### config.mk
export PLATFORM = sky130hd
export DESIGN_NAME = anim_frame_seq_flat
export DESIGN_NICKNAME = d
export VERILOG_FILES = /design/src/rtl/anim_frame_seq_if.sv /design/src/rtl/anim_frame_seq.sv /design/src/flat_wrapper.sv
export SDC_FILE = /design/constraint.sdc
export NUM_CORES = 1
export LEC_CHECK = 0
export ABC_AREA = 1
export CAP_MARGIN = 20
export CORE_MARGIN = 2
export CORE_UTILIZATION = 38
export DETAILED_ROUTE_END_ITERATION = 8
export DONT_BUFFER_PORTS = 1
export PLACE_DENSITY = 0.57
export SKIP_LAST_GASP = 1
export SLEW_MARGIN = 20
export SYNTH_ARGS = -nofsm -noshare
export SYNTH_HDL_FRONTEND = slang
export SYNTH_SLANG_ARGS = --single-unit
### constraint.sdc
create_clock -name clk -period 1.7 [get_ports clk]
set_input_delay 0.17 -clock clk [delete_from_list [all_inputs] [get_ports clk]]
set_output_delay 0.17 -clock clk [all_outputs]
set_load 0.1 [all_outputs]
### src/rtl/anim_frame_seq_if.sv
// Control/status bundle for the animation frame sequencer.
// The master side (controller or bench) drives the playback requests and
// the prescaler reload value; the slave side (the sequencer) returns the
// current frame index together with its status pulses.
interface anim_frame_seq_if #(
  parameter int DIV_W = 24
);
  logic             start;
  logic             stop;
  logic             dir;
  logic             loop;
  logic             pingpong;
  logic [DIV_W-1:0] speed;
  logic [4:0]       frame;
  logic             busy;
  logic             tick;
  logic             done;

  modport master (
    output start, stop, dir, loop, pingpong, speed,
    input  frame, busy, tick, done
  );

  modport slave (
    input  start, stop, dir, loop, pingpong, speed,
    output frame, busy, tick, done
  );
endinterface

### src/rtl/anim_frame_seq.sv
// Animation frame sequencer: steps a 5-bit frame index (0..31) that feeds a
// 7-segment pattern decoder, holding each frame for speed+1 clock cycles.
// Plays forward or in reverse, either once or endlessly.
// Optional feature: define ANIM_PINGPONG_EN to make the ends bounce instead
// of wrap when pingpong is latched high at start. Without the macro the
// pingpong input is accepted but has no effect.
module anim_frame_seq #(
  parameter int DIV_W = 24
) (
  input logic              clk,
  input logic              rst,
  anim_frame_seq_if.slave  bus
);

  typedef enum logic {
    IDLE = 1'b0,
    RUN  = 1'b1
  } state_t;

  state_t           state_q, state_n;
  logic [4:0]       frame_q, frame_n;
  logic [DIV_W-1:0] count_q, count_n;
  logic             dir_q, dir_n;
  logic             loop_q, loop_n;
  logic             busy_q, busy_n;
  logic             tick_q, tick_n;
  logic             done_q, done_n;
  logic             at_end;
  logic [4:0]       next_frame;

`ifdef ANIM_PINGPONG_EN
  // pp_q: bounce mode latched at start; ret_q: the first end has been reached
  logic             pp_q, pp_n;
  logic             ret_q, ret_n;
`else
  logic             unused_pingpong;
  assign unused_pingpong = bus.pingpong;
`endif

  // Next-state and datapath decisions for the IDLE/RUN controller
  always_comb begin
    state_n    = state_q;
    frame_n    = frame_q;
    count_n    = count_q;
    dir_n      = dir_q;
    loop_n     = loop_q;
    tick_n     = 1'b0;
    done_n     = 1'b0;
`ifdef ANIM_PINGPONG_EN
    pp_n       = pp_q;
    ret_n      = ret_q;
`endif
    at_end     = dir_q ? (frame_q == 5'd0) : (frame_q == 5'd31);
    next_frame = dir_q ? (frame_q - 5'd1) : (frame_q + 5'd1);

    case (state_q)
      IDLE: begin
        if (bus.start && !bus.stop) begin
          state_n = RUN;
          frame_n = bus.dir ? 5'd31 : 5'd0;
          count_n = bus.speed;
          dir_n   = bus.dir;
          loop_n  = bus.loop;
`ifdef ANIM_PINGPONG_EN
          pp_n    = bus.pingpong;
          ret_n   = 1'b0;
`endif
        end
      end
      RUN: begin
        if (bus.stop) begin
          state_n = IDLE;
        end else if (count_q != '0) begin
          count_n = count_q - DIV_W'(1);
        end else begin
          count_n = bus.speed;
`ifdef ANIM_PINGPONG_EN
          if (at_end && pp_q) begin
            if (ret_q && !loop_q) begin
              state_n = IDLE;
              done_n  = 1'b1;
            end else begin
              dir_n   = ~dir_q;
              ret_n   = 1'b1;
              frame_n = dir_q ? (frame_q + 5'd1) : (frame_q - 5'd1);
              tick_n  = 1'b1;
            end
          end else
`endif
          if (at_end && !loop_q) begin
            state_n = IDLE;
            done_n  = 1'b1;
          end else begin
            frame_n = next_frame;
            tick_n  = 1'b1;
          end
        end
      end
      default: state_n = IDLE;
    endcase

    busy_n = (state_n == RUN);
  end

  // State, frame, prescaler and status registers with synchronous reset
  always_ff @(posedge clk) begin
    if (rst) begin
      state_q <= IDLE;
      frame_q <= 5'd0;
      count_q <= '0;
      dir_q   <= 1'b0;
      loop_q  <= 1'b0;
      busy_q  <= 1'b0;
      tick_q  <= 1'b0;
      done_q  <= 1'b0;
`ifdef ANIM_PINGPONG_EN
      pp_q    <= 1'b0;
      ret_q   <= 1'b0;
`endif
    end else begin
      state_q <= state_n;
      frame_q <= frame_n;
      count_q <= count_n;
      dir_q   <= dir_n;
      loop_q  <= loop_n;
      busy_q  <= busy_n;
      tick_q  <= tick_n;
      done_q  <= done_n;
`ifdef ANIM_PINGPONG_EN
      pp_q    <= pp_n;
      ret_q   <= ret_n;
`endif
    end
  end

  assign bus.frame = frame_q;
  assign bus.busy  = busy_q;
  assign bus.tick  = tick_q;
  assign bus.done  = done_q;

endmodule

### src/flat_wrapper.sv
// flat-port wrapper written by rule: the top's interface ports become plain ports
module anim_frame_seq_flat 
#(
  parameter int DIV_W = 24
)
  (clk, rst, bus_start, bus_stop, bus_dir, bus_loop, bus_pingpong, bus_speed, bus_frame, bus_busy, bus_tick, bus_done);
  anim_frame_seq_if #(.DIV_W(DIV_W)) bus_i ();
  input logic clk;
  input logic rst;
  input wire logic [$bits(bus_i.start)-1:0] bus_start;
  input wire logic [$bits(bus_i.stop)-1:0] bus_stop;
  input wire logic [$bits(bus_i.dir)-1:0] bus_dir;
  input wire logic [$bits(bus_i.loop)-1:0] bus_loop;
  input wire logic [$bits(bus_i.pingpong)-1:0] bus_pingpong;
  input wire logic [$bits(bus_i.speed)-1:0] bus_speed;
  output wire logic [$bits(bus_i.frame)-1:0] bus_frame;
  output wire logic [$bits(bus_i.busy)-1:0] bus_busy;
  output wire logic [$bits(bus_i.tick)-1:0] bus_tick;
  output wire logic [$bits(bus_i.done)-1:0] bus_done;
  assign bus_i.start = bus_start;
  assign bus_i.stop = bus_stop;
  assign bus_i.dir = bus_dir;
  assign bus_i.loop = bus_loop;
  assign bus_i.pingpong = bus_pingpong;
  assign bus_i.speed = bus_speed;
  assign bus_frame = bus_i.frame;
  assign bus_busy = bus_i.busy;
  assign bus_tick = bus_i.tick;
  assign bus_done = bus_i.done;
  anim_frame_seq #(.DIV_W(DIV_W)) u_core (.clk(clk), .rst(rst), .bus(bus_i));
endmodule
== After elaboration in Yosys (flattened, before gate mapping) ==
Cells that the tools add are included.

* Word-level logic and storage cells: 44
* Bits in registers: 34
* Output and inout port bits: 8
* Input bits: 31

* Reductions and logical operators: 10
* Add/sub/neg operators: 3
* Multiplexer cells: 18
* Eq/ne operators: 5
* Bitwise operators: 1

{| class="wikitable"
|+ Operators with widths
! kind !! number
|-
| $mux 24 || 3
|-
| $pmux 24 s2 || 1
|-
| $mux 5 || 6
|-
| $reduce_bool 24->1 || 1
|-
| $sub 24x1->24 const B || 1
|-
| $pmux 5 s2 || 1
|-
| $mux 1 || 6
|-
| $ne 2x2->1 const B || 3
|-
| $add 5x1->5 const B || 1
|-
| $eq 5x5->1 const B || 1
|-
| $logic_not 5->1 || 1
|-
| $sub 5x1->5 const B || 1
|-
| $reduce_and 2->1 || 2
|-
| $reduce_and 4->1 || 1
|-
| $reduce_or 4->1 || 1
|-
| $logic_and 1x1->1 || 2
|-
| $logic_not 1->1 || 2
|-
| $ne 2x1->1 const B || 1
|-
| $pmux 1 s2 || 1
|-
| $not 1->1 || 1
|}

== Depth between registers and ports, before layout ==
Gate-level depths: netlist of run 1.

* Word-level depth: 7
* Mapped depth: 11

== Worst setup path before layout of run 1 ==
Ideal clock, no wire load.

* Path kind: register -> register
* From: reg u_core.state_q
* To: reg u_core.count_q[12]
* Arrival: 2029 ps
* Library setup time: 122 ps
* Path slack: -451 ps
* Data required time: 1578 ps
* Cell stages (with the launch flop): 9
* Path through: dfxtp_1 buf_4 inv_1 nand3_1 nand2_1 buf_4 buf_2 o21ai_0 a21oi_2

* Longest elaborated chain between the ends: 3
* Elaborated cells between the ends (all ways): 5
* Those cells by class: eq/ne: 2; mux: 1; bitwise: 1; reduce/logical: 1

{| class="wikitable"
|+ Ends and longest elaborated chain
! element !! RTL line !! source
|-
| from (decl) || anim_frame_seq.sv:20 || <nowiki>state_t state_q, state_n;</nowiki>
|-
| from (signal assigned) || anim_frame_seq.sv:121 || <nowiki>state_q <= state_n;</nowiki>
|-
| $not 1->1 (no source line) || n/a ||
|-
| $ne 2x1->1 (no source line) || n/a ||
|-
| $reduce_and 2->1 (no source line) || n/a ||
|-
| to (signal assigned) || anim_frame_seq.sv:123 || <nowiki>count_q <= count_n;</nowiki>
|-
| to (decl) || anim_frame_seq.sv:22 || <nowiki>logic [DIV_W-1:0] count_q, count_n;</nowiki>
|}

Parallel ways exist; a longest one is shown, timed or not.
A chain may end at the register's enable or synchronous reset.

== Final worst setup path of run 1 ==
* From: reg u_core.count_q[2]
* To: reg u_core.count_q[5]

* Longest elaborated chain between the ends: 4
* Elaborated cells between the ends (all ways): 5
* Those cells by class: add/sub: 1; mux: 3; reduce/logical: 1

{| class="wikitable"
|+ Ends and longest elaborated chain
! element !! RTL line !! source
|-
| $sub 24x1->24 or $reduce_bool 24->1 (tied branches) || anim_frame_seq.sv:74, anim_frame_seq.sv:73 ||
|-
| $mux 24 * || anim_frame_seq.sv:73 || <nowiki>end else if (count_q != '0) begin</nowiki>
|-
| $mux 24 * || anim_frame_seq.sv:71 || <nowiki>if (bus.stop) begin</nowiki>
|-
| $pmux 24 s2 * || anim_frame_seq.sv:56 || <nowiki>case (state_q)</nowiki>
|}

Mark *: on every way between the ends. The rest lies on a longest branch, timed or not. The select of a mux whose other input is x is not followed.

==> results.py, run 1 <==
metrics = {
    "outcome": {
        "status": "finished, violations left",
        "violations": "negative hold slack",
    },
    "clocking": {
        "cts-root-buf": "clkbuf_8",
        "clk_pin_slew_ps": 70,
        "cts_tree": "built",
        "clkLatencyLatePin_ps": 290,
        "clockBufferDepth": 2,
        "clock_sinks": 34,
        "numCtsBuffers": 5,
        "h-tree-depth": 2,
    },
    "route": {
        "vias_per_cell": 5.03,
        "wl_per_cell_um": 13.4,
        "drt_iter0_markers": 144,
        "antenna_left": 0,
        "vias": 2457,
        "dr.pass1.iters": 5,
        "drc_errors": 0,
        "routed_wl_um": 6520,
    },
    "synthesis": {
        "syn_nets": 431,
        "syn_area_per_cell_um2": 6.27,
        "synth_area_um2": 2470,
        "synth_enable_flop_cells": 0,
        "seq_area_frac_synth_pct": 27.5,
        "ys_ff_latch": 34,
        "synthCells": 394,
        "yosys_most_used_dff": "dfxtp_1",
        "ys_async_sr_fraction_pct": 0,
        "yosys.cell_types.count": 32,
        "ys.warnings.count": 0,
    },
    "global_routing": {
        "grt_pass1_vias": 2352,
        "grt_pass1_wl_um": 10800,
        "grt.overflow.total": 0,
        "use_met3_pct": 4.03,
        "grt_usage_pct": 18.6,
        "grt.busiest_layer": "met2",
        "grt_use_met2_pct": 29.8,
        "use_met1_pct": 25.3,
        "antenna_found_initial": 0,
        "grt_max_degree": 24,
    },
    "worst_setup_path": {
        "start_kind": "flop",
        "slowest_delay_ps": 350,
        "crit_required_ps": 1890,
        "cp_cell_sequence": "nor2_2 -> nand2_1 -> nor2_2 -> nand3_4 -> nand2_8 -> buf_12 -> a21oi_1 -> nand2_1 -> a21oi_1",
        "critical_path.top_delay_family": "simple AND/OR/NAND/NOR gates",
        "path_max_fanout": 12,
        "cp-end-kind": "flop",
        "crit_buf_inv": 1,
        "path_class": "reg2reg",
        "slowest_stage": "dfxtp_1",
        "critical_path_arrival_ps": 1780,
    },
    "timing": {
        "slew_headroom_pct": 56.8,
        "drv_slew": 0,
        "fmax_mhz": 629,
        "fin_skew_ps": 5.15,
        "hold_viol": 13,
        "finalCriticalPeriod_ps": 1590,
        "timing.final.crit_share_pct": 93.5,
        "setup_viol_count_final": 0,
        "whs_ps": -72.2,
        "worst_slew_pin_slew_ps": 648,
    },
    "die": {
        "design.die.area_um2": 7160,
        "dieHeight_um": 84.6,
        "dieWidth_um": 84.6,
        "core-area_um2": 6310,
        "ios": 39,
        "rows": 29,
        "initial_core_util_pct": 39.1,
    },
    "placed_design": {
        "io_buffer_count": 0,
        "placed_area_um2": 2650,
        "hpwl_um": 4530,
        "place_congestion": 0.846,
    },
    "power": {
        "vdd_ir_drop_max_uv": 445,
        "power_density_nw_per_um2": 876,
        "power_leakage_uw": 0.00132,
    },
    "final_layout": {
        "stdcell_area_um2": 2830,
        "final_common_cell": "nand2_1",
        "n_antenna_cell": 0,
        "syn2layout_area_growth_pct": 14.6,
        "final_cell_mix": "104 x nand2_1, 50 x inv_1, 46 x nor2_1",
        "final_util_pct": 44.8,
        "nets": 447,
        "drive_gt1_share_pct": 17.0,
    },
    "worst_hold_path": {
        "hold_class": "in2reg",
    },
    "job": {
        "maxCapViolations": 0,
    },
}
==> worst paths after layout <==
path | start | to | depth (start not counted) | slack (ps)
worst max-delay path | u_core.count_q[2]$_SDFFE_PP0P_ | u_core.count_q[5]$_SDFFE_PP0P_ | 9 | 110
worst min-delay path | rst | u_core.state_q$_SDFF_PP0_ | 1 | -70
worst max register to register | u_core.count_q[2]$_SDFFE_PP0P_ | u_core.count_q[5]$_SDFFE_PP0P_ | 9 | 110
worst min register to register | u_core.loop_q$_SDFFE_PP0P_ | u_core.loop_q$_SDFFE_PP0P_ | 2 | 470
==> area by class of cell <==
type,instances,area (um^2)
multi-input combinational,294,1530
fill,688,3480
clock buffer,8,90.1
sequential,34,699
timing repair buffer,23,219
inverter,52,200
tap,77,96.3
==> synthesized netlist by cell type (2+ instances only) <==
cell	instances	area, um^2
nor2_4	2	22.5
xnor2_1	2	17.5
nor3_1	3	15.0
buf_4	2	15.0
nor2_1	47	176
inv_1	51	191
nand2_1	106	398
ha_1	5	62.6
a21oi_2	9	78.8
clkbuf_1	3	11.3
dfxtp_1	34	681
nand3_2	2	20.0
nor2_2	7	43.8
buf_8	2	30.0
nand4_1	12	75.1
o21ai_0	23	115
xor2_1	8	70.1
a21oi_1	30	150
nand3_1	21	105
buf_2	4	20.0
o21ai_2	5	43.8
nand2_2	2	12.5
o21ai_1	3	15.0
buf_6	3	33.8
==> report_power, final <==
group	switching (uW)	internal (uW)
clock network	302	331
logic	602	309
registers	76.4	861
total	981	1500
==> sequential cells by signal, indices dropped and copies added, names as in the netlist <==
register and flops:
u_core.bus.done 1, u_core.bus.frame 5, u_core.bus.tick 1, u_core.count_q 24, u_core.dir_q 1, u_core.loop_q 1
u_core.state_q 1
==> cells by family (layout without fill, tap and decap cells) <==
kind of cell	Yosys count	after routing	synth area share, %
xor gates and xnor gates	10	10	3.54
adders and majority gates	6	6	3.34
AOI/OAI and AO/OA	72	72	16.9
DFF	34	34	27.5
and+or+nand+nor	206	206	36.4
buffers and inverters	66	83	12.4
==> worst register-to-register path: stages, from the launching register on <==
cell and delay, ps:
dfxtp_1 350, nor2_2 230, nand2_1 100, nor2_2 170, nand3_4 130, nand2_8 150, buf_12 150, a21oi_1 90
nand2_1 70, a21oi_1 50
==> routing by layer <==
layer / vias to the layer above / wire (um)
met4: 0 / 71
li1: 1286 / -
met3: 6 / 369
met5: - / 0
met1: 1096 / 3150
met2: 69 / 2930
==> what timing repair did <==
item                                   CTS  global route
setup buffers                            0             1
endpoints found under the hold margin   13            13
setup endpoints to repair                0            28
resized for setup                        0            16
==> through the flow <==
step | power [uW] | hold slack, ps | std cells | setup TNS, ps | setup WS (ps)
after global routing | 2650 | -76.5 | 488 | -243 | -28.8
after detailed placement | 1820 | 233 | 477 | 0 | 40.6
after CTS | 2450 | -78.8 | 485 | 0 | 23.0
after floorplan | 1630 | 239 | 394 | 0 | 46.2
final | 2480 | -72.2 | 488 | 0 | 111
after global placement | 1810 | 232 | 477 | 0 | 65.1
Note: power is estimated with default switching activity, not from simulation.
==> run 2, diff against run 1 <==
PLACE_DENSITY = default   (was 0.57)
==> results.py, run 2 (synthesized netlist as in run 1, its figures left out) <==
metrics = {
    "route": {
        "drt_iter0_markers": 111,
        "routed-wl-met2_um": 2900,
        "antenna_left": 0,
        "routed_wl_um": 6270,
        "drc_errors": 0,
        "wirelength_met1_um": 2910,
        "vias": 2451,
        "wl_per_cell_um": 12.8,
        "route.met3.wl_um": 327,
        "vias_per_cell": 4.99,
        "routed.top_layer": "met4",
        "dr.pass1.iters": 4,
    },
    "clocking": {
        "h-tree-depth": 2,
        "post_cts_buffers": 0,
        "clockBufferDepth": 2,
        "numCtsBuffers": 5,
        "clk_pin_slew_ps": 80,
        "cts-root-buf": "clkbuf_8",
        "clock_sinks": 34,
        "clkLatencyLatePin_ps": 300,
        "cts_tree": "built",
    },
    "worst_setup_path": {
        "path_class": "reg2reg",
        "cpMostUsedCell": "nand2_1",
        "path_max_fanout": 19,
        "slowest_stage": "dfxtp_1",
        "critical_path.top_delay_family": "simple AND/OR/NAND/NOR gates",
        "slowest_delay_ps": 310,
        "crit_buf_inv": 2,
        "critical_path_arrival_ps": 1810,
        "crit_required_ps": 1880,
        "start_kind": "flop",
        "cp_cell_sequence": "inv_1 -> ha_2 -> nand2_1 -> nor2_2 -> nand3_2 -> nand2_4 -> buf_6 -> nand2_1 -> o21ai_2 -> a21oi_2",
        "cp-end-kind": "flop",
    },
    "global_routing": {
        "grt_pass1_vias": 2383,
        "grt.overflow.total": 0,
        "grt_pass1_wl_um": 10900,
        "grt_max_degree": 23,
        "grt_usage_pct": 18.8,
        "antenna_found_initial": 0,
    },
    "final_layout": {
        "multi_input_area_um2": 1510,
        "syn2layout_area_growth_pct": 14.0,
        "seq_area_um2": 699,
        "final_cell_mix": "105 x nand2_1, 51 x inv_1, 45 x nor2_1",
        "final_common_cell": "nand2_1",
        "drive_gt1_share_pct": 18.1,
        "nets": 450,
        "fill_cells": 692,
        "largest_reg_flops": 24,
        "n_antenna_cell": 0,
        "top_register": "u_core.count_q",
    },
    "timing": {
        "setup_viol_count_final": 0,
        "fin_skew_ps": 10.3,
        "whs_ps": -81.2,
        "setup_tns_ps": 0,
        "rsz0062_at_grt": "yes",
        "worst_slew_pin_slew_ps": 587,
        "finalCriticalPeriod_ps": 1620,
        "slew_headroom_pct": 60.8,
        "drv_slew": 0,
        "timing.final.crit_share_pct": 95.5,
        "hold_viol": 13,
        "fmax_mhz": 616,
    },
    "power": {
        "power_frac_comb_pct": 34.1,
        "vdd_ir_drop_max_uv": 562,
        "netSwitchingFraction_pct": 38.7,
        "power_density_nw_per_um2": 924,
        "switchingPower_uw": 1010,
        "intPower_uw": 1600,
        "clockPowerShare_pct": 30.2,
        "seq_power_share_pct": 35.7,
        "power_leakage_uw": 0.00132,
    },
    "die": {
        "dieHeight_um": 84.6,
        "ios": 39,
        "design.die.area_um2": 7160,
        "core-area_um2": 6310,
        "rows": 29,
        "initial_core_util_pct": 39.1,
        "dieWidth_um": 84.6,
    },
    "placed_design": {
        "place_congestion": 0.828,
        "io_buffer_count": 0,
        "hpwl_um": 4620,
    },
    "outcome": {
        "violations": "negative hold slack",
        "status": "finished, violations left",
    },
    "job": {
        "maxCapViolations": 0,
    },
    "worst_hold_path": {
        "hold_class": "in2reg",
    },
}
-- run 2: final timing paths --
check,cells after the start,start,to,slack (ps)
worst max-delay path,10,u_core.count_q[0]$_SDFFE_PP0P_,u_core.count_q[9]$_SDFFE_PP0P_,80
worst max register to register,10,u_core.count_q[0]$_SDFFE_PP0P_,u_core.count_q[9]$_SDFFE_PP0P_,80
worst min register to register,2,u_core.loop_q$_SDFFE_PP0P_,u_core.loop_q$_SDFFE_PP0P_,460
worst min-delay path,1,rst,u_core.state_q$_SDFF_PP0_,-80
-- run 2: worst register-to-register path, cell delays in order, from the launching register on --
cell and delay [ps]:
dfxtp_1 310, inv_1 110, ha_2 200, nand2_1 60
nor2_2 120, nand3_2 130, nand2_4 130, buf_6 200
nand2_1 110, o21ai_2 70, a21oi_2 60
-- run 2: power by group through the flow --
stage	sequential, uW	clock (uW)	combinational [uW]
5_1_grt	939	832	1010
6_report	929	787	887
3_3_place_gp	945	0	856
4_1_cts	928	798	873
3_5_place_dp	945	0	869
2_1_floorplan	1030	0	597
-- run 2: repair_timing --
item	CTS	global route
hold endpoints to repair	13	13
gates resized for setup	0	12
endpoints found under the setup margin	0	28
-- run 2: stage by stage --
step	cell area, um^2	util, %	worst slack [ps]	power [uW]	instances
after floorplan	2490	-	46.2	1630	394
after global placement	2670	42.3	66.3	1800	483
after detailed placement	2670	42.3	39.5	1810	483
after CTS	2780	44.1	24.1	2600	491
after global routing	2820	44.6	-58.8	2780	491
final	2820	44.6	77.3	2600	491
-- run 2: cell type report --
cell class / count / share of cell area (%)
Timing Repair Buffer: 26 / 7.06
Multi-Input combinational cell: 294 / 53.6
Inverter: 52 / 7.02
Clock inverter: 3 / 1.60
Sequential cell: 34 / 24.8
Clock buffer: 5 / 2.44
Tap cell: 77 / 3.42
-- run 2: routing by layer --
layer / vias to the layer above / GRT usage [%]
met3: 10 / 5.21
li1: 1293 / -
met4: 0 / 6.78
met5: - / 0
met2: 43 / 31.8
met1: 1105 / 22.9
==> run 3, diff against run 2 <==
ABC_AREA = default   (was 1)
==> results.py, run 3 <==
metrics = {
    "outcome": {
        "status": "finished, violations left",
        "violations": "negative hold slack, negative setup slack",
    },
    "synthesis": {
        "synth_xor_area_share_pct": 2.45,
        "synth_enable_flop_cells": 0,
        "synth_area_um2": 2140,
        "yosysTopAreaCell": "dfxtp_1",
        "yosys.cell_types.count": 51,
        "synthAdderAreaFrac_pct": 3.85,
        "syn_nets": 301,
        "yosys-mux-area-fraction_pct": 6.24,
        "synthCells": 264,
        "syn_area_per_cell_um2": 8.12,
        "ys_async_sr_fraction_pct": 0,
        "synth_simple_gate_area_share_pct": 28.5,
        "ys.warnings.count": 0,
        "seq_area_frac_synth_pct": 31.7,
        "yosys_most_used_dff": "dfxtp_1",
        "ys_ff_latch": 34,
        "synth_compound_area_share_pct": 22.7,
        "ys_top_cells_by_area": "dfxtp_1 32%, nand3_1 4.9%, mux2i_1 4.7%",
        "yosysMostFrequentCell": "dfxtp_1",
        "synth_top_area_share_pct": 31.7,
        "synth_top_family_by_area": "simple AND/OR/NAND/NOR gates",
        "synth_common_cells": "34 x dfxtp_1, 21 x nand2_1, 21 x nand3_1",
    },
    "route": {
        "drt_iter0_markers": 173,
        "dr.pass1.iters": 4,
        "vias": 2521,
        "wirelength_met1_um": 3350,
        "route.met3.wl_um": 472,
        "drc_errors": 0,
        "routed-wl-met2_um": 3700,
        "wl_per_cell_um": 17.9,
        "routed.top_layer": "met4",
        "antenna_left": 0,
        "vias_per_cell": 5.92,
        "routed_wl_um": 7640,
    },
    "clocking": {
        "clock_sinks": 34,
        "cts-root-buf": "clkbuf_8",
        "h-tree-depth": 2,
        "clockBufferDepth": 2,
        "clk_pin_slew_ps": 80,
        "clkLatencyLatePin_ps": 290,
        "cts_tree": "built",
        "ctsHoldBuffers": 1,
        "numCtsBuffers": 5,
    },
    "global_routing": {
        "grt_usage_pct": 24.8,
        "grt_pass1_wl_um": 12100,
        "grt.overflow.total": 0,
        "grt_max_degree": 25,
        "grt_pass1_vias": 2506,
        "antenna_found_initial": 0,
    },
    "die": {
        "core-area_um2": 5470,
        "rows": 27,
        "ios": 39,
        "design.die.area_um2": 6260,
        "dieHeight_um": 79.1,
        "initial_core_util_pct": 39.2,
        "dieWidth_um": 79.1,
    },
    "final_layout": {
        "fin_cells": 426,
        "n_antenna_cell": 0,
        "syn2layout_area_growth_pct": 54.6,
        "final_common_cell": "buf_4",
        "stdcell_area_um2": 3310,
        "final_cell_mix": "83 x buf_4, 24 x dfxtp_1, 21 x nand2_1",
        "drive_gt1_share_pct": 45.5,
        "largest_reg_flops": 24,
        "top_register": "u_core.count_q",
        "nets": 390,
    },
    "power": {
        "netSwitchingFraction_pct": 36.7,
        "power_leakage_uw": 0.00136,
        "power_frac_comb_pct": 44.3,
        "intPower_uw": 1710,
        "clockPowerShare_pct": 22.4,
        "switchingPower_uw": 994,
        "power_density_nw_per_um2": 817,
        "seq_power_share_pct": 33.3,
        "vdd_ir_drop_max_uv": 463,
    },
    "placed_design": {
        "placed_area_um2": 2920,
        "io_buffer_count": 0,
        "placedCellCount": 409,
        "place_ws_ps": -664,
        "place_congestion": 0.867,
        "hpwl_um": 5400,
    },
    "worst_setup_path": {
        "start_kind": "flop",
        "critical_path_arrival_ps": 2570,
        "critical_path.top_delay_family": "simple AND/OR/NAND/NOR gates",
        "crit_required_ps": 1910,
        "cp-end-kind": "flop",
        "path_class": "reg2reg",
        "slowest_delay_ps": 570,
        "cp_cell_sequence": "or4_4 -> buf_6 -> or4_4 -> o21ai_4 -> buf_6 -> buf_6 -> nand3_1 -> a31oi_1",
        "slowest_stage": "or4_4",
        "cpMostUsedCell": "buf_6",
        "crit_buf_inv": 3,
        "r2r_slack_ps": -660,
        "path_max_fanout": 5,
    },
    "timing": {
        "setup_viol_count_final": 32,
        "fin_skew_ps": 5.88,
        "whs_ps": -58.3,
        "slew_headroom_pct": 53.4,
        "rsz0062_at_grt": "yes",
        "hold_viol": 12,
        "timing.final.crit_share_pct": 139,
        "setup_tns_ps": -16830,
        "fmax_mhz": 423,
        "fin_ws_ps": -664,
        "finalCriticalPeriod_ps": 2360,
        "drv_slew": 0,
        "worst_slew_pin_slew_ps": 697,
    },
    "worst_hold_path": {
        "hold_class": "in2reg",
    },
    "job": {
        "maxCapViolations": 0,
    },
}
## run 3: cell types whose count changed in the layout (fill, tap and decap cells not counted), sizes merged, moves of 7 or more
cell   delta
nand2    -88
buf      +72
inv      -45
nor2     -43
a21oi    -26
o21ai    -21
or4      +13
mux2i    +10
nor4     +10
nor3      +7
## run 3: cell families (layout without fill, tap and decap cells)
kind of cell	after synthesis	count (layout)
buffers and inverters	24	114
DFF	34	34
muxes	13	13
adders and majority gates	6	6
and+or+nand+nor	112	112
xor gates and xnor gates	6	6
AOI/OAI and AO/OA	69	69
## run 3: final timing paths
path,start,endpoint,cells past startpoint
worst max register to register,u_core.count_q[10]$_SDFFE_PP0P_,u_core.count_q[0]$_SDFFE_PP0P_,8
worst min register to register,u_core.loop_q$_SDFFE_PP0P_,u_core.loop_q$_SDFFE_PP0P_,2
worst min-delay path,rst,u_core.loop_q$_SDFFE_PP0P_,1
worst max-delay path,u_core.count_q[10]$_SDFFE_PP0P_,u_core.count_q[0]$_SDFFE_PP0P_,8
## run 3: power by group through the flow
stage | Clock, uW | Combinational, uW | Sequential (uW)
finish | 607 | 1200 | 901
global placement | 0 | 1000 | 912
CTS | 617 | 1120 | 898
global route | 657 | 1280 | 908
floorplan | 0 | 482 | 1010
detailed placement | 0 | 1020 | 912
## run 3: per-stage QoR
step / total power, uW / util [%] / hold slack (ps)
after floorplan: 1490 / - / 247
final: 2710 / 60.6 / -58.3
after CTS: 2640 / 58.7 / -73.4
after detailed placement: 1930 / 53.3 / 246
after global placement: 1920 / 53.3 / 238
after global routing: 2840 / 60.6 / -75.3
## run 3: area by class of cell
class	instances	area, um^2
inverter	7	31.3
clock inverter	2	10.0
timing repair buffer	99	802
multi-input combinational	206	1610
tap	72	90.1
sequential	34	696
clock buffer	6	72.6
fill	485	2160
## run 3: metal layers
layer	GRT usage, %	vias to the layer above
met2	40.8	65
met5	0	-
met4	6.55	0
met1	31.6	1232
li1	-	1214
met3	7.50	10
## run 3: what timing repair did
action                                 CTS  global route
pin swaps                               30            13
buffers inserted                         4             5
resized for setup                       40            18
gates cloned                             1             0
setup endpoints to repair               32            32
endpoints found under the hold margin   15            14
